$ cat config.mk
export PLATFORM = sky130hd
export DESIGN_NAME = ps2_keycode_rx
export DESIGN_NICKNAME = d
export VERILOG_FILES = /design/src/rtl/ps2_pkg.sv /design/src/rtl/ps2_line_filter.sv /design/src/rtl/ps2_keycode_rx.sv
export SDC_FILE = /design/constraint.sdc
export NUM_CORES = 1
export LEC_CHECK = 0
export CAP_MARGIN = 20
export CORE_UTILIZATION = 52
export CTS_CLUSTER_SIZE = 40
export DETAILED_ROUTE_END_ITERATION = 10
export GPL_TIMING_DRIVEN = 0
export PLACE_DENSITY = 0.85
export SETUP_SLACK_MARGIN = 0.02
export SYNTH_ARGS = -nofsm -noshare
export SYNTH_HDL_FRONTEND = slang
export SYNTH_SLANG_ARGS = --single-unit
$ cat constraint.sdc
create_clock -name clk -period 2 [get_ports clk]
set_clock_uncertainty 0.15 [all_clocks]
set_input_delay 0.2 -clock clk [delete_from_list [all_inputs] [get_ports clk]]
set_output_delay 0.2 -clock clk [all_outputs]
set_load 0.02 [all_outputs]
$ cat src/rtl/ps2_pkg.sv
// ps2_pkg: shared types and constants for the PS/2 keyboard receiver and
// the character controller that consumes its keycode.
package ps2_pkg;

    // Frame deserialiser states
    typedef enum logic [1:0] {
        ST_IDLE,
        ST_DATA,
        ST_PARITY,
        ST_STOP
    } frame_state_t;

    // Scan-code prefixes
    localparam logic [7:0] PS2_EXT   = 8'hE0;
    localparam logic [7:0] PS2_BRK   = 8'hF0;

    // Arrow keys (E0-prefixed on the keyboard; stored here without the prefix)
    localparam logic [7:0] KEY_UP    = 8'h75;
    localparam logic [7:0] KEY_DOWN  = 8'h72;
    localparam logic [7:0] KEY_LEFT  = 8'h6B;
    localparam logic [7:0] KEY_RIGHT = 8'h74;

endpackage

$ cat src/rtl/ps2_line_filter.sv
// ps2_line_filter: synchronises the raw PS/2 clock and data lines, removes
// glitches from the clock with a run-length filter and produces a one-cycle
// strobe on each filtered falling clock edge.
module ps2_line_filter
    import ps2_pkg::*;
#(
    parameter int unsigned FILTER_LEN = 8
) (
    input  logic clk,
    input  logic rst,
    input  logic ps2_clk,
    input  logic ps2_data,
    output logic clk_filt,
    output logic data_sync,
    output logic fall_stb
);

    localparam int unsigned CW = $clog2(FILTER_LEN + 1);

    logic          clk_s1;
    logic          clk_s2;
    logic          dat_s1;
    logic          dat_s2;
    logic [CW-1:0] run_cnt;
    logic          clk_filt_q;

    // Two-flop synchronisers; idle-high reset matches an undriven PS/2 bus
    always_ff @(posedge clk) begin
        if (rst) begin
            clk_s1 <= 1'b1;
            clk_s2 <= 1'b1;
            dat_s1 <= 1'b1;
            dat_s2 <= 1'b1;
        end else begin
            clk_s1 <= ps2_clk;
            clk_s2 <= clk_s1;
            dat_s1 <= ps2_data;
            dat_s2 <= dat_s1;
        end
    end

    // Filtered clock flips only after FILTER_LEN consecutive differing samples
    always_ff @(posedge clk) begin
        if (rst) begin
            clk_filt <= 1'b1;
            run_cnt  <= '0;
        end else if (clk_s2 == clk_filt) begin
            run_cnt  <= '0;
        end else if (run_cnt == CW'(FILTER_LEN - 1)) begin
            clk_filt <= clk_s2;
            run_cnt  <= '0;
        end else begin
            run_cnt  <= run_cnt + CW'(1);
        end
    end

    // Registered falling-edge detect on the filtered clock
    always_ff @(posedge clk) begin
        if (rst) begin
            clk_filt_q <= 1'b1;
            fall_stb   <= 1'b0;
        end else begin
            clk_filt_q <= clk_filt;
            fall_stb   <= clk_filt_q & ~clk_filt;
        end
    end

    assign data_sync = dat_s2;

endmodule

$ cat src/rtl/ps2_keycode_rx.sv
// ps2_keycode_rx: PS/2 keyboard receiver. Deframes 11-bit device-to-host
// frames, tracks E0/F0 prefixes and holds the currently pressed key.
// Optional feature macro: PS2_RX_TIMEOUT_EN enables the inter-edge timeout
// that abandons stalled frames with a frame_err pulse.
module ps2_keycode_rx
    import ps2_pkg::*;
#(
    parameter int unsigned FILTER_LEN     = 8,
    parameter int unsigned TIMEOUT_CYCLES = 100000
) (
    input  logic       clk,
    input  logic       rst,
    input  logic       ps2_clk,
    input  logic       ps2_data,
    output logic [7:0] keycode,
    output logic       keycode_ext,
    output logic       make_stb,
    output logic       frame_err
);

    // Parameters are checked in every build so one set of overrides suits both
    if (FILTER_LEN == 0 || TIMEOUT_CYCLES < 2) begin : g_param_check
        $error("ps2_keycode_rx: FILTER_LEN must be >= 1 and TIMEOUT_CYCLES >= 2");
    end

    logic         clk_filt;
    logic         data_sync;
    logic         fall_stb;
    logic         bit_edge;
    logic         timeout;
    logic         byte_ok;

    frame_state_t state;
    logic [2:0]   bit_cnt;
    logic [7:0]   shift;
    logic         par_bit;
    logic         ext;
    logic         brk;

    ps2_line_filter #(
        .FILTER_LEN (FILTER_LEN)
    ) u_line_filter (
        .clk       (clk),
        .rst       (rst),
        .ps2_clk   (ps2_clk),
        .ps2_data  (ps2_data),
        .clk_filt  (clk_filt),
        .data_sync (data_sync),
        .fall_stb  (fall_stb)
    );

    // The strobe trails the filtered edge by a cycle; requiring the line still
    // low guards against a filtered clock that has already bounced back.
    assign bit_edge = fall_stb & ~clk_filt;

    // Odd parity over data plus parity bit, and a high stop bit
    assign byte_ok  = (^{par_bit, shift}) & data_sync;

`ifdef PS2_RX_TIMEOUT_EN
    localparam int unsigned TW = $clog2(TIMEOUT_CYCLES + 1);

    logic [TW-1:0] to_cnt;

    // The edge cycle counts as cycle 1, so expiry registers frame_err exactly
    // TIMEOUT_CYCLES cycles after the last edge strobe.
    assign timeout = (state != ST_IDLE) && !bit_edge &&
                     (to_cnt == TW'(TIMEOUT_CYCLES - 1));

    // Cycles elapsed since the last bit edge while a frame is in progress
    always_ff @(posedge clk) begin
        if (rst) begin
            to_cnt <= '0;
        end else if (bit_edge) begin
            to_cnt <= TW'(1);
        end else if (state == ST_IDLE || timeout) begin
            to_cnt <= '0;
        end else begin
            to_cnt <= to_cnt + TW'(1);
        end
    end
`else
    assign timeout = 1'b0;
`endif

    // Frame FSM with prefix tracking and held-key decode
    always_ff @(posedge clk) begin
        if (rst) begin
            state       <= ST_IDLE;
            bit_cnt     <= '0;
            shift       <= '0;
            par_bit     <= 1'b0;
            ext         <= 1'b0;
            brk         <= 1'b0;
            keycode     <= '0;
            keycode_ext <= 1'b0;
            make_stb    <= 1'b0;
            frame_err   <= 1'b0;
        end else begin
            make_stb  <= 1'b0;
            frame_err <= 1'b0;
            if (bit_edge) begin
                case (state)
                    ST_IDLE: begin
                        if (!data_sync) begin
                            state   <= ST_DATA;
                            bit_cnt <= '0;
                        end
                    end
                    ST_DATA: begin
                        shift   <= {data_sync, shift[7:1]};
                        bit_cnt <= bit_cnt + 3'd1;
                        if (bit_cnt == 3'd7) begin
                            state <= ST_PARITY;
                        end
                    end
                    ST_PARITY: begin
                        par_bit <= data_sync;
                        state   <= ST_STOP;
                    end
                    ST_STOP: begin
                        state <= ST_IDLE;
                        if (!byte_ok) begin
                            frame_err <= 1'b1;
                            ext       <= 1'b0;
                            brk       <= 1'b0;
                        end else if (shift == PS2_EXT) begin
                            ext <= 1'b1;
                        end else if (shift == PS2_BRK) begin
                            brk <= 1'b1;
                        end else begin
                            if (!brk) begin
                                keycode     <= shift;
                                keycode_ext <= ext;
                                make_stb    <= 1'b1;
                            end else if (shift == keycode && ext == keycode_ext) begin
                                keycode     <= '0;
                                keycode_ext <= 1'b0;
                            end
                            ext <= 1'b0;
                            brk <= 1'b0;
                        end
                    end
                    default: state <= ST_IDLE;
                endcase
            end else if (timeout) begin
                state     <= ST_IDLE;
                frame_err <= 1'b1;
                ext       <= 1'b0;
                brk       <= 1'b0;
            end
        end
    end

endmodule
==> summary.txt <==
RUN STATUS
---------------------------------------------------------------------------------
Result of the run                                                    finished with violations
Violated checks                                                      setup timing

SYNTHESIS
---------------------------------------------------------------------------------
Share of synthesized area occupied by flip-flops and latches                37.9%
Post-synth net total                                                          230
Number of unique standard cell types used by synthesis                         37
Post-synth EDFFs                                                                0
FF+latch count, synth                                                          38
Post-synth ARST share                                                          0%
Main flop type after synthesis                                            dfxtp_1
Library cell with the largest summed area after synthesis                 dfxtp_1
Number of instances in the synthesized netlist                                214
Yosys synthesis warning count                                                   0
Cell area after technology mapping                                   0.00201 mm^2
Area fraction of the dominant cell type after synthesis                     37.9%
Top cells by area in the synthesized netlist                         dfxtp_1, ha_1, o311ai_2
Average footprint of a synthesized cell                                 9.38 um^2

CTS
---------------------------------------------------------------------------------
CTS clk-pin slew, worst paths                                             0.07 ns
TritonCTS clock tree                                                         done
H-tree lvl count                                                                2
Maximum root-to-sink buffer count                                               2
Number of sinks driven by the clock tree                                       38
Root Buffer                                                              clkbuf_8
Total clock buffers created by CTS                                              5
Source-to-sink clock delay at the later pin of the worst-skew pair        0.30 ns

TIMING
---------------------------------------------------------------------------------
TNS Setup                                                               -0.732 ns
Time the final worst path needs with I/O delays and setup                 2.09 ns
Final hold violation count                                                      0
Total setup violations reported at the end of the flow                          9
Fin worst setup slack                                                  -0.0918 ns
Slew at the pin closest to its max-slew limit                            0.717 ns
Number of pins with negative max-slew slack in the final report                 0
Fmax                                                                    0.478 GHz
Share of the clock period used by the worst path after layout                105%
RSZ-0062 raised after global routing                                          yes
Slew margin rel.                                                            52.2%

CRITICAL PATH
---------------------------------------------------------------------------------
Cell at the slowest stage of the critical path                            xnor3_2
Cell depth of the worst flop-to-flop path                                       6
Required time of the critical path                                        2.06 ns
List of cells traversed by the critical path                         ha_4 > xnor3_2 > xnor2_4 > and4b_2 > buf_6 > o311ai_2
Data arrival time of the critical path                                    2.15 ns
Class of the most critical setup path                                flop to flop
Maximum net fanout on the critical path                                         5
Type of destination of the critical path                                     flop
Kind of start point of the critical path                                     flop
Longest individual stage delay on the worst path                          0.45 ns

FINISH
---------------------------------------------------------------------------------
Share of post-route cells with drive strength above 1                       20.9%
Diode count                                                                     0
Area growth, synth to finish                                                22.9%
Most common cell after layout, fill and taps aside                        dfxtp_1
Final std cells w/o fill                                                      292
Fillers                                                                       290
Layout net count                                                              259
Fraction of the core area covered by cells at the end of the flow           66.9%
Highest-count cells in the layout ignoring fill and taps             dfxtp_1, nor2_1, inv_1, nand2_1, clkdlybuf4s50_1

DETAILED ROUTING
---------------------------------------------------------------------------------
Iteration-0 DRC count of the detailed router                                  121
Count of antenna-violating nets left after detailed routing                     0
WL per Instance                                                           14.2 um
Drt first pass iters                                                            4
Routed WL                                                                 4130 um
Via density                                                                  5.53
Drc violations                                                                  0
Routed via count                                                             1615

POWER
---------------------------------------------------------------------------------
Sum of internal, switching and leakage power                              1.35 mW
Combinational cell fraction of total power                                   2.6%
Switching Power                                                            310 uW
Relative contribution of the clock network to total power                   41.6%
Sequential Power Share                                                      55.8%
Internal power                                                            1.04 mW
Pwr per Cell Area                                                     546 mW/mm^2
Highest ir drop seen on vdd                                              0.426 mV
Switching share of power                                                    23.0%
Static power due to leakage                                               1.00 nW

PLACE
---------------------------------------------------------------------------------
Half-perimeter wire length of the detailed placement result               2690 um
Last weighted congestion value of the routability-driven placer             0.808
Place WS                                                                -0.174 ns
Total instance count after detailed placement                                 275
Port bufs                                                                      13

FLOORPLANNING
---------------------------------------------------------------------------------
Die H                                                                     64.1 um
Horizontal die dimension                                                  64.1 um
I/O pin cnt                                                                    15
Die Footprint                                                        0.00411 mm^2
Initial standard-cell utilization of the core                               54.4%
Core Area                                                            0.00369 mm^2
Number of placement rows                                                       22

HOLD PATH
---------------------------------------------------------------------------------
Class of the tightest hold or removal check                          primary input to flop
Worst hold path cell count                                                      2

GRT
---------------------------------------------------------------------------------
Total gr overflow                                                               0
First-pass GRT wire length                                                7150 um
All-layer global routing usage                                              22.8%
Vias in the first global route                                               1502
Number of antenna violations at the first check in global routing               0
Maximum number of pins on one net before global-route repair                   13

FLOW RUN
---------------------------------------------------------------------------------
Max-capacitance violation count                                                 0

## worst paths after layout
| check | endpoint | start | slack (ns) |
|---|---|---|---|
| worst max-delay path | keycode[0] | shift[7] | -0.09 |
| worst min-delay path | keycode[4] | rst | 0.24 |
| worst max register to register | keycode[0] | shift[7] | -0.09 |
| worst min register to register | u_line_filter.fall_stb | u_line_filter.clk_filt_q | 0.26 |
## power by group through the flow
stage,combinational (mW),sequential (mW),clock [mW]
6_report,0.0348,0.752,0.561
5_1_grt,0.0393,0.753,0.594
4_1_cts,0.0343,0.757,0.565
3_5_place_dp,0.0334,0.780,0
3_3_place_gp,0.0327,0.779,0
2_1_floorplan,0.0215,0.779,0
## registers in the layout, indices dropped and copies added (netlist names)
signal,cells
state,2
u_line_filter.clk_s2,1
u_line_filter.data_sync,1
bit_cnt,3
keycode,8
u_line_filter.clk_s1,1
u_line_filter.run_cnt,4
frame_err,1
shift,8
ext,1
brk,1
u_line_filter.clk_filt,1
par_bit,1
keycode_ext,1
u_line_filter.fall_stb,1
u_line_filter.dat_s1,1
u_line_filter.clk_filt_q,1
make_stb,1
## per-stage QoR
stage	hold slack, ns	instance area, um^2
after floorplan	0.154	2010
after global placement	0.243	2200
after detailed placement	0.249	2200
after CTS	0.224	2410
after global routing	0.272	2470
final	0.236	2470
## routing by layer
metal / routed length [um] / GRT usage, % / share of wire [%] / vias up
met1: 1960 / 29.5 / 47 / 759
met3: 167 / 4.82 / 4.0 / 11
met5: 0 / 0 / 0 / -
met2: 1920 / 37.1 / 46 / 37
met4: 90 / 8.89 / 2.2 / 0
li1: - / - / - / 808
## synthesized netlist by cell type, types with 3 or more instances
cell      instances
dfxtp_1          38
nor2_1           26
inv_1            18
nand2_1          17
ha_1             12
xnor2_1          11
nand4_1          10
clkbuf_1          9
mux2i_1           9
o311ai_2          9
o31ai_1           9
nand3_1           6
or2_2             5
a21oi_1           3
and3_1            3
## critical path, delay by kind of cell, from the launching register on
family / cells / cell delay, ns
XOR/XNOR: 2 / 0.61
flip-flops: 1 / 0.36
AND/OR/NAND/NOR: 1 / 0.29
AO/OA/AOI/OAI: 1 / 0.20
adder cells (fa/ha/maj): 1 / 0.25
buffers and inverters: 1 / 0.15
## layout make-up
class / instances / area, um^2 / area share [%]
Sequential cell: 38 / 788 / 31.9
Clock buffer: 6 / 82.6 / 3.35
Multi-Input combinational cell: 147 / 1200 / 48.6
Timing Repair Buffer: 22 / 201 / 8.16
Clock inverter: 2 / 12.5 / 0.507
Inverter: 18 / 67.6 / 2.74
Tap cell: 48 / 60.1 / 2.43
Buffer: 11 / 56.3 / 2.28
## timing repair
item,in CTS,in global routing
resized for setup,14,10
pin swaps,8,10
cloned,1,0
endpoints found under the setup margin,13,13
hold endpoints to repair,0,0
hold buffers,0,0
setup buffers,6,2
## cell families after synthesis
logic type               after synthesis  share of synthesized area [%]
adder cells (fa/ha/maj)               12                           7.48
XOR/XNOR                              15                           8.60
multiplexers                           9                           4.49
AND/OR/NAND/NOR                       81                           20.6
AO/OA/AOI/OAI                         30                           15.0
flip-flops                            38                           37.9
buffers and inverters                 29                           5.98
No activity file was read; power rests on OpenSTA's default activity.
